$ cat config.mk
export PLATFORM = sky130hd
export DESIGN_NAME = sdc_cmd_sequencer
export DESIGN_NICKNAME = d
export VERILOG_FILES = /design/src/rtl/sdc_cmd_sequencer.sv
export SDC_FILE = /design/constraint.sdc
export NUM_CORES = 1
export LEC_CHECK = 0
export CORE_ASPECT_RATIO = 0.75
export CORE_MARGIN = 2
export CORE_UTILIZATION = 30
export CTS_BUF_LIST = sky130_fd_sc_hd__clkbuf_8 sky130_fd_sc_hd__clkbuf_16
export DETAILED_ROUTE_END_ITERATION = 6
export PLACE_DENSITY_LB_ADDON = 0.08
export SLEW_MARGIN = 20
export SYNTH_ARGS = -nofsm -noshare
export SYNTH_HDL_FRONTEND = slang
export SYNTH_SLANG_ARGS = --single-unit
$ cat constraint.sdc
create_clock -name clk -period 1.92 [get_ports clk]
set_input_delay 0.288 -clock clk [delete_from_list [all_inputs] [get_ports clk]]
set_output_delay 0.288 -clock clk [all_outputs]
set_load 0.05 [all_outputs]
$ cat src/rtl/sdc_cmd_sequencer.sv
// SD command sequencer: captures index/arg, computes CRC7 serially, then paces the
// 48-bit command shift register with load/shift pulses, an idle gap and a done pulse.
module sdc_cmd_sequencer #(
  parameter int unsigned CLK_DIV  = 4,
  parameter int unsigned GAP_BITS = 8
) (
  input  logic        clk,
  input  logic        reset,
  input  logic        cmd_valid,
  output logic        cmd_ready,
  input  logic [5:0]  cmd_index,
  input  logic [31:0] cmd_arg,
  output logic [47:0] full_cmd,
  output logic        load_cmd,
  output logic        shift_cmd,
  output logic        cmd_oe,
  output logic        busy,
  output logic        done
);

  localparam int unsigned IDX_W   = 6;
  localparam int unsigned ARG_W   = 32;
  localparam int unsigned CRC_W   = 7;
  localparam int unsigned MSG_W   = 2 + IDX_W + ARG_W;
  localparam int unsigned FRAME_W = MSG_W + CRC_W + 1;
  localparam int unsigned CNT_W   = 6;
  localparam int unsigned DIV_W   = (CLK_DIV > 2) ? $clog2(CLK_DIV) : 1;
  localparam int unsigned GAP_CYC = GAP_BITS * CLK_DIV;
  localparam int unsigned GAP_W   = (GAP_CYC > 2) ? $clog2(GAP_CYC) : 1;

  typedef enum logic [2:0] {
    S_IDLE,
    S_CRC,
    S_LOAD,
    S_SHIFT,
    S_GAP,
    S_DONE
  } state_t;

  state_t             state, state_n;
  logic [IDX_W-1:0]   idx_q, idx_n;
  logic [ARG_W-1:0]   arg_q, arg_n;
  logic [MSG_W-1:0]   msg_q, msg_n;
  logic [CRC_W-1:0]   crc_q, crc_n, crc_step;
  logic [CNT_W-1:0]   crc_cnt_q, crc_cnt_n;
  logic [CNT_W-1:0]   bit_cnt_q, bit_cnt_n;
  logic [DIV_W-1:0]   div_q, div_n;
  logic [GAP_W-1:0]   gap_q, gap_n;
  logic [FRAME_W-1:0] full_cmd_n;
  logic               fb;
  logic               cmd_ready_n, load_cmd_n, shift_cmd_n, cmd_oe_n, busy_n, done_n;

  // State, datapath and registered outputs
  always_ff @(posedge clk) begin
    if (reset) begin
      state     <= S_IDLE;
      idx_q     <= '0;
      arg_q     <= '0;
      msg_q     <= '0;
      crc_q     <= '0;
      crc_cnt_q <= '0;
      bit_cnt_q <= '0;
      div_q     <= '0;
      gap_q     <= '0;
      full_cmd  <= '1;
      cmd_ready <= 1'b1;
      load_cmd  <= 1'b0;
      shift_cmd <= 1'b0;
      cmd_oe    <= 1'b0;
      busy      <= 1'b0;
      done      <= 1'b0;
    end else begin
      state     <= state_n;
      idx_q     <= idx_n;
      arg_q     <= arg_n;
      msg_q     <= msg_n;
      crc_q     <= crc_n;
      crc_cnt_q <= crc_cnt_n;
      bit_cnt_q <= bit_cnt_n;
      div_q     <= div_n;
      gap_q     <= gap_n;
      full_cmd  <= full_cmd_n;
      cmd_ready <= cmd_ready_n;
      load_cmd  <= load_cmd_n;
      shift_cmd <= shift_cmd_n;
      cmd_oe    <= cmd_oe_n;
      busy      <= busy_n;
      done      <= done_n;
    end
  end

  // Next state, counters and next-cycle output values
  always_comb begin
    state_n    = state;
    idx_n      = idx_q;
    arg_n      = arg_q;
    msg_n      = msg_q;
    crc_n      = crc_q;
    crc_cnt_n  = crc_cnt_q;
    bit_cnt_n  = bit_cnt_q;
    div_n      = div_q;
    gap_n      = gap_q;
    full_cmd_n = full_cmd;
    fb         = msg_q[MSG_W-1] ^ crc_q[CRC_W-1];
    crc_step   = {crc_q[CRC_W-2:0], 1'b0} ^ (fb ? 7'h09 : 7'h00);

    case (state)
      S_IDLE: begin
        if (cmd_valid) begin
          idx_n     = cmd_index;
          arg_n     = cmd_arg;
          msg_n     = {2'b01, cmd_index, cmd_arg};
          crc_n     = '0;
          crc_cnt_n = '0;
          state_n   = S_CRC;
        end
      end
      S_CRC: begin
        crc_n     = crc_step;
        msg_n     = {msg_q[MSG_W-2:0], 1'b0};
        crc_cnt_n = crc_cnt_q + CNT_W'(1);
        if (crc_cnt_q == CNT_W'(MSG_W - 1)) begin
          full_cmd_n = {2'b01, idx_q, arg_q, crc_step, 1'b1};
          crc_cnt_n  = '0;
          state_n    = S_LOAD;
        end
      end
      S_LOAD: begin
        div_n     = '0;
        bit_cnt_n = '0;
        state_n   = S_SHIFT;
      end
      S_SHIFT: begin
        div_n = div_q + DIV_W'(1);
        // Bit boundary: the shift pulse lands on the last cycle of each bit period
        if (div_q == DIV_W'(CLK_DIV - 1)) begin
          div_n     = '0;
          bit_cnt_n = bit_cnt_q + CNT_W'(1);
          if (bit_cnt_q == CNT_W'(FRAME_W - 1)) begin
            bit_cnt_n = '0;
            gap_n     = '0;
            state_n   = S_GAP;
          end
        end
      end
      S_GAP: begin
        gap_n = gap_q + GAP_W'(1);
        if (gap_q == GAP_W'(GAP_CYC - 1)) begin
          gap_n   = '0;
          state_n = S_DONE;
        end
      end
      S_DONE: begin
        state_n = S_IDLE;
      end
      default: begin
        state_n = S_IDLE;
      end
    endcase

    cmd_ready_n = (state_n == S_IDLE);
    busy_n      = (state_n != S_IDLE);
    load_cmd_n  = (state_n == S_LOAD);
    cmd_oe_n    = (state_n == S_SHIFT);
    shift_cmd_n = (state_n == S_SHIFT) && (div_n == DIV_W'(CLK_DIV - 1));
    done_n      = (state_n == S_DONE);
  end

endmodule

==> results of run 1 <==
cell type report:
| cell class | instances | area [sq um] |
|---|---|---|
| fillers | 1977 | 11500 |
| flip-flops and latches | 159 | 3180 |
| multi-input cells | 500 | 2570 |
| repair buffers | 118 | 1210 |
| clock buffers | 17 | 425 |
| well taps | 253 | 317 |
| clock inverters | 15 | 210 |
| inverters | 1 | 3.75 |
layer usage:
layer  vias up  GRT usage, %  part of all wire, %
li1       2570             -                    -
met1      2320          20.3                   53
met2       105          21.1                   41
met3        12          4.05                  4.7
met4         2          4.87                  1.1
met5         -             0                0.081
stage by stage:
| step | std cells | util (%) |
|---|---|---|
| finish | 1063 | 40.8 |
| floorplan | 712 | - |
| CTS | 1063 | 40.6 |
| detailed placement | 1031 | 37.4 |
| global route | 1063 | 40.8 |
| global placement | 1031 | 37.4 |
registers in the layout (all words and copies together) (netlist names):
| name | cells |
|---|---|
| full_cmd | 46 |
| msg_q | 40 |
| arg_q | 32 |
| crc_q | 7 |
| bit_cnt_q | 6 |
| crc_cnt_q | 6 |
| idx_q | 6 |
| gap_q | 5 |
| state | 3 |
| div_q | 2 |
| busy | 1 |
| cmd_oe | 1 |
| cmd_ready | 1 |
| done | 1 |
| load_cmd | 1 |
| shift_cmd | 1 |
cell usage in the layout, fill, tap and decap left out, drive strengths merged, types with 2 or more instances in the layout:
master and instances:
a21o 2, a21oi 53, a22oi 8, a311oi 2, a31oi 39, a32oi 2, and3 2, buf 27
bufinv 4, clkbuf 17, clkdlybuf4s50 84, clkinv 7, clkinvlp 2, conb 2, dfxtp 159, dlymetal6s2s 7
ha 5, inv 3, nand2 249, nand2b 4, nand3 10, nand3b 46, nand4 4, nor2 27
nor2b 4, nor3 4, nor3b 3, o21ai 5, o21bai 2, o31a 2, or3 2, or4b 3
xnor2 4, xor2 2
repair_timing:
action | in CTS | in global routing
resized for setup | 0 | 9
setup endpoints to repair | 0 | 12
endpoints found under the hold margin | 0 | 0
final timing paths:
check / to / startpoint / slack (ps)
hold / removal: bit_cnt_q[1] / reset / 140
setup reg to reg: shift_cmd / gap_q[0] / 140
setup / recovery: full_cmd[5] / full_cmd[5] / 50
hold reg to reg: arg_q[20] / arg_q[20] / 450
logic make-up after synthesis:
| kind of cell | after synthesis |
|---|---|
| AOI/OAI and AO/OA | 120 |
| xor gates and xnor gates | 6 |
| adders and majority gates | 5 |
| buffers and inverters | 53 |
| DFF | 159 |
| muxes | 1 |
| other | 1 |
| and+or+nand+nor | 366 |
power by group:
group          switching [mW]  internal [mW]  total (mW)
Clock                    1.43           2.19        3.62
Combinational           0.321          0.251       0.573
Sequential             0.0617           3.42        3.48
==> results.sh, run 1 <==
export IMPL_slowest_stage="clkdlybuf4s50_1"
export IMPL_place_ws_ps=-96.8
export IMPL_critPathMaxFanout=2
export IMPL_grt_pass1_wl_mm=24.4
export IMPL_avgSynthCellArea_sq_um=8.37
export IMPL_period_minus_slack_ps=1870
export IMPL_muxShareOfSynthArea_pct=0.168
export IMPL_drtIter0Drc=244
export IMPL_hold_violations=0
export IMPL_crit_family="buffers and inverters"
export IMPL_viasPerCell=4.71
export IMPL_drt_first_pass_iters=4
export IMPL_final_setup_skew_ps=8.74
export IMPL_antenna_cells=0
export IMPL_setup_violations=0
export IMPL_clkSinkCount=159
export IMPL_htree_levels=4
export IMPL_rr_worst_depth=7
export IMPL_io_pins=95
export IMPL_row_count=44
export IMPL_path_buf_inv=1
export IMPL_slew_headroom_pct=64.4
export IMPL_p_leak_nw=3.05
export IMPL_yosys_area_share_simple_pct=28.3
export IMPL_drive_above_1_share_pct=8.64
export IMPL_crit_path_cell_trace="clkdlybuf4s50_1"
export IMPL_cts_made_buffers=17
export IMPL_cts_max_path_buffers=2
export IMPL_antenna_found_initial=1
export IMPL_async_flop_share_pct=0
export IMPL_tightestPinTransition_ps=533
export IMPL_synth_area_sq_um=5950
export IMPL_required_ps=1630
export IMPL_die_h_um=126
export IMPL_place_hpwl_mm=9.96
export IMPL_drv_slew=0
export IMPL_worstSetupStartpointType="flop"
export IMPL_gp_congestion=0.745
export IMPL_min_path_cells=2
export IMPL_antenna_left=0
export IMPL_synth_most_common_cell="nand2_1"
export IMPL_groute_usage_overall_pct=14.4
export IMPL_synth_edf_count=0
export IMPL_synth_adder_area_share_pct=1.05
export IMPL_period_share_pct=97.3
export IMPL_synth_area_top_cells="dfxtp_1 53%, nand2_1 16%, nand3b_1 5.8%"
export IMPL_power_density_nw_per_um2=970
export IMPL_clockRootBuffer="clkbuf_16"
export IMPL_drc=0
export IMPL_cts_tree="built"
export IMPL_cp_end_kind="primary output"
export IMPL_holdBufCountCts=0
export IMPL_wl_per_cell_um=14.0
export IMPL_synth_compound_area_share_pct=12.1
export IMPL_ys_seq_elements=159
export IMPL_start_util_pct=30.6
export IMPL_cap_violations=0
export IMPL_synth_cells=711
export IMPL_clock_latency_ps=430
export IMPL_synth_top_family_by_area="simple AND/OR/NAND/NOR gates"
export IMPL_nNetsFinal=843
export IMPL_port_buffers=92
export IMPL_grt_max_degree=96
export IMPL_dieArea_sq_um=21000
export IMPL_via_count=5009
export IMPL_path_clk_slew_ps=70
export IMPL_critical_path_depth=1
export IMPL_area_growth_pct=33.0
export IMPL_place_area_sq_um=7260
export IMPL_totalWireLength_mm=14.9
export IMPL_crit_type="flop to primary output"
export IMPL_yosysTopAreaCell="dfxtp_1"
export IMPL_p_total_mw=7.68
export IMPL_cts_setup_buffers=0
export IMPL_synth_xor_area_share_pct=0.883
export IMPL_coreArea_sq_um=19400
export IMPL_globalRouteOverflowTotal=0
export IMPL_peakVddDrop_mv=0.476
export IMPL_status="completed"
export IMPL_yosysWarnings=0
export IMPL_fmaxAchievable_mhz=535
export IMPL_cp_arrival_ps=1580
export IMPL_grt_pass1_vias=4822
export IMPL_ys_seq_area_share_pct=53.5
export IMPL_min_path_type="input pin to flop"
export IMPL_setup_tns_ps=0
export IMPL_design_area_sq_um=7920
export IMPL_synth_top_area_share_pct=53.5
export IMPL_synth_common_cells="249 x nand2_1, 159 x dfxtp_1, 53 x a21oi_1, 46 x nand3b_1, 38 x a31oi_1"
export IMPL_ys_types=45
export IMPL_rsz0062_at_grt="false"
export IMPL_setup_ws_ps=52.1
export IMPL_holdWs_ps=140
export IMPL_synth_main_ff_cell="dfxtp_1"
export IMPL_slowest_delay_ps=810
export IMPL_dieWidth_um=167
(Power assumes the default switching activity.)
==> inputs of run 2 (changes only) <==
- MAX_ROUTING_LAYER: unset -> met4
- TNS_END_PERCENT: unset -> 100
==> run 2 against run 1 <==
  * Critical path depth unchanged
  * Cell count about the same
  * Worst setup slack lost 6.3 ps
  * Flip-flop and latch count stayed put
  * Highest routed layer is now met4
  * Core utilization did not move
  * Register-to-register slack is essentially flat
  * Clock-buffer cell count is the same
  * Maximum frequency is 0.34% lower
  * Critical endpoint is now full_cmd[11]
==> results.sh, run 2 (synthesis gave the netlist of run 1 again) <==
export IMPL_nNetsFinal=843
export IMPL_required_ps=1630
export IMPL_crit_type="flop to primary output"
export IMPL_finalCoreUtilization_pct=40.8
export IMPL_seq_power_share_pct=45.4
export IMPL_switching_share_pct=23.6
export IMPL_path_clk_slew_ps=60
export IMPL_p_leak_nw=3.05
export IMPL_grt_max_degree=96
export IMPL_power_share_clock_pct=47.2
export IMPL_fillers=1977
export IMPL_p_comb_share_pct=7.5
export IMPL_groute_usage_overall_pct=14.8
export IMPL_coreArea_sq_um=19400
export IMPL_largest_reg_flops=46
export IMPL_hold_violations=0
export IMPL_rsz0062_at_grt="false"
export IMPL_critPathMaxFanout=2
export IMPL_cp_end_kind="primary output"
export IMPL_cts_setup_buffers=0
export IMPL_row_count=44
export IMPL_period_share_pct=97.6
export IMPL_clockRootBuffer="clkbuf_16"
export IMPL_drc=0
export IMPL_die_h_um=126
export IMPL_cts_max_path_buffers=2
export IMPL_totalWireLength_mm=14.9
export IMPL_antenna_left=0
export IMPL_slowest_delay_ps=820
export IMPL_worstSetupStartpointType="flop"
export IMPL_drive_above_1_share_pct=8.64
export IMPL_dieWidth_um=167
export IMPL_place_ws_ps=-96.8
export IMPL_final_common_cell="nand2_1"
export IMPL_globalRouteOverflowTotal=0
export IMPL_path_buf_inv=1
export IMPL_fmaxAchievable_mhz=534
export IMPL_drtIter0Drc=229
export IMPL_min_path_type="input pin to flop"
export IMPL_rrSetupSlack_ps=140
export IMPL_start_util_pct=30.6
export IMPL_largest_register="full_cmd"
export IMPL_final_cell_mix="249 x nand2_1, 159 x dfxtp_1, 85 x clkdlybuf4s50_1"
export IMPL_clock_latency_ps=420
export IMPL_clkSinkCount=159
export IMPL_htree_levels=4
export IMPL_dieArea_sq_um=21000
export IMPL_antenna_found_initial=1
export IMPL_io_pins=95
export IMPL_setup_ws_ps=45.8
export IMPL_peakVddDrop_mv=0.470
export IMPL_reg_top3="full_cmd x46, msg_q x40, arg_q x32"
export IMPL_port_buffers=92
export IMPL_p_int_mw=5.86
export IMPL_area_growth_pct=33.0
export IMPL_viasPerCell=4.69
export IMPL_place_hpwl_mm=9.96
export IMPL_crit_family="buffers and inverters"
export IMPL_cp_arrival_ps=1590
export IMPL_drv_slew=0
export IMPL_gp_congestion=0.755
export IMPL_grt_pass1_vias=4824
export IMPL_grt_pass1_wl_mm=24.4
export IMPL_cts_made_buffers=17
export IMPL_setup_violations=0
export IMPL_wl_per_cell_um=14.0
export IMPL_slowest_stage="clkdlybuf4s50_1"
export IMPL_status="completed"
export IMPL_cts_tree="built"
export IMPL_crit_path_cell_trace="clkdlybuf4s50_1"
export IMPL_drt_first_pass_iters=4
export IMPL_slew_headroom_pct=64.4
export IMPL_period_minus_slack_ps=1870
export IMPL_power_switching_mw=1.81
export IMPL_cap_violations=0
export IMPL_final_setup_skew_ps=9.62
export IMPL_power_density_nw_per_um2=969
export IMPL_p_total_mw=7.67
export IMPL_via_count=4991
export IMPL_tightestPinTransition_ps=533
[run 2: cell count changes in the layout (fill, tap and decap cells not counted), sizes merged]
cell	before	now
clkdlybuf4s50	84	85
diode	0	1
dlymetal6s2s	7	6
[run 2: what timing repair did]
action                     4_1_cts  5_1_grt
hold endpoints to repair         0        0
setup endpoints to repair        0       11
hold buffers                     0        0
gates resized for setup          0        8
[run 2: power by group through the flow]
stage	Sequential [mW]	Clock (mW)	Combinational, mW
2_1_floorplan	3.55	0	0.320
3_5_place_dp	3.55	0	0.575
5_1_grt	3.49	3.87	0.634
4_1_cts	3.48	3.72	0.578
3_3_place_gp	3.55	0	0.569
6_report	3.48	3.62	0.572
[run 2: cell type report]
| class | count | area (sq um) | share of cell area (%) |
|---|---|---|---|
| Clock buffer | 17 | 425 | 5.37 |
| Timing Repair Buffer | 118 | 1200 | 15.2 |
| Tap cell | 253 | 317 | 4.00 |
| Clock inverter | 15 | 210 | 2.65 |
| Antenna cell | 1 | 2.50 | 0.0316 |
| Sequential cell | 159 | 3180 | 40.2 |
| Inverter | 1 | 3.75 | 0.0474 |
| Multi-Input combinational cell | 500 | 2570 | 32.5 |
[run 2: final timing paths]
check	start	endpoint	cells after the start
setup / recovery	full_cmd[11]	full_cmd[11]	1
hold / removal	reset	bit_cnt_q[1]	2
setup reg to reg	gap_q[0]	shift_cmd	7
hold reg to reg	arg_q[20]	arg_q[20]	2
[run 2: metrics by stage]
step                instances  setup TNS [ps]  hold WS [ps]  cell area, sq um
floorplan                 712               0           369              5960
global placement         1031           -2590           436              7260
detailed placement       1031           -4510           447              7260
CTS                      1063               0           118              7900
global route             1064               0           130              7920
finish                   1064               0           145              7920
[run 2: per-layer routing]
metal / vias to the layer above / share of wire, % / global-route usage, % / routed length [um]
met3: 10 / 4.5 / 3.74 / 670
met1: 2310 / 53 / 20.7 / 7920
li1: 2567 / - / - / -
met2: 104 / 41 / 20.9 / 6110
met5: - / 0 / - / 0
met4: 0 / 1.0 / 4.72 / 155
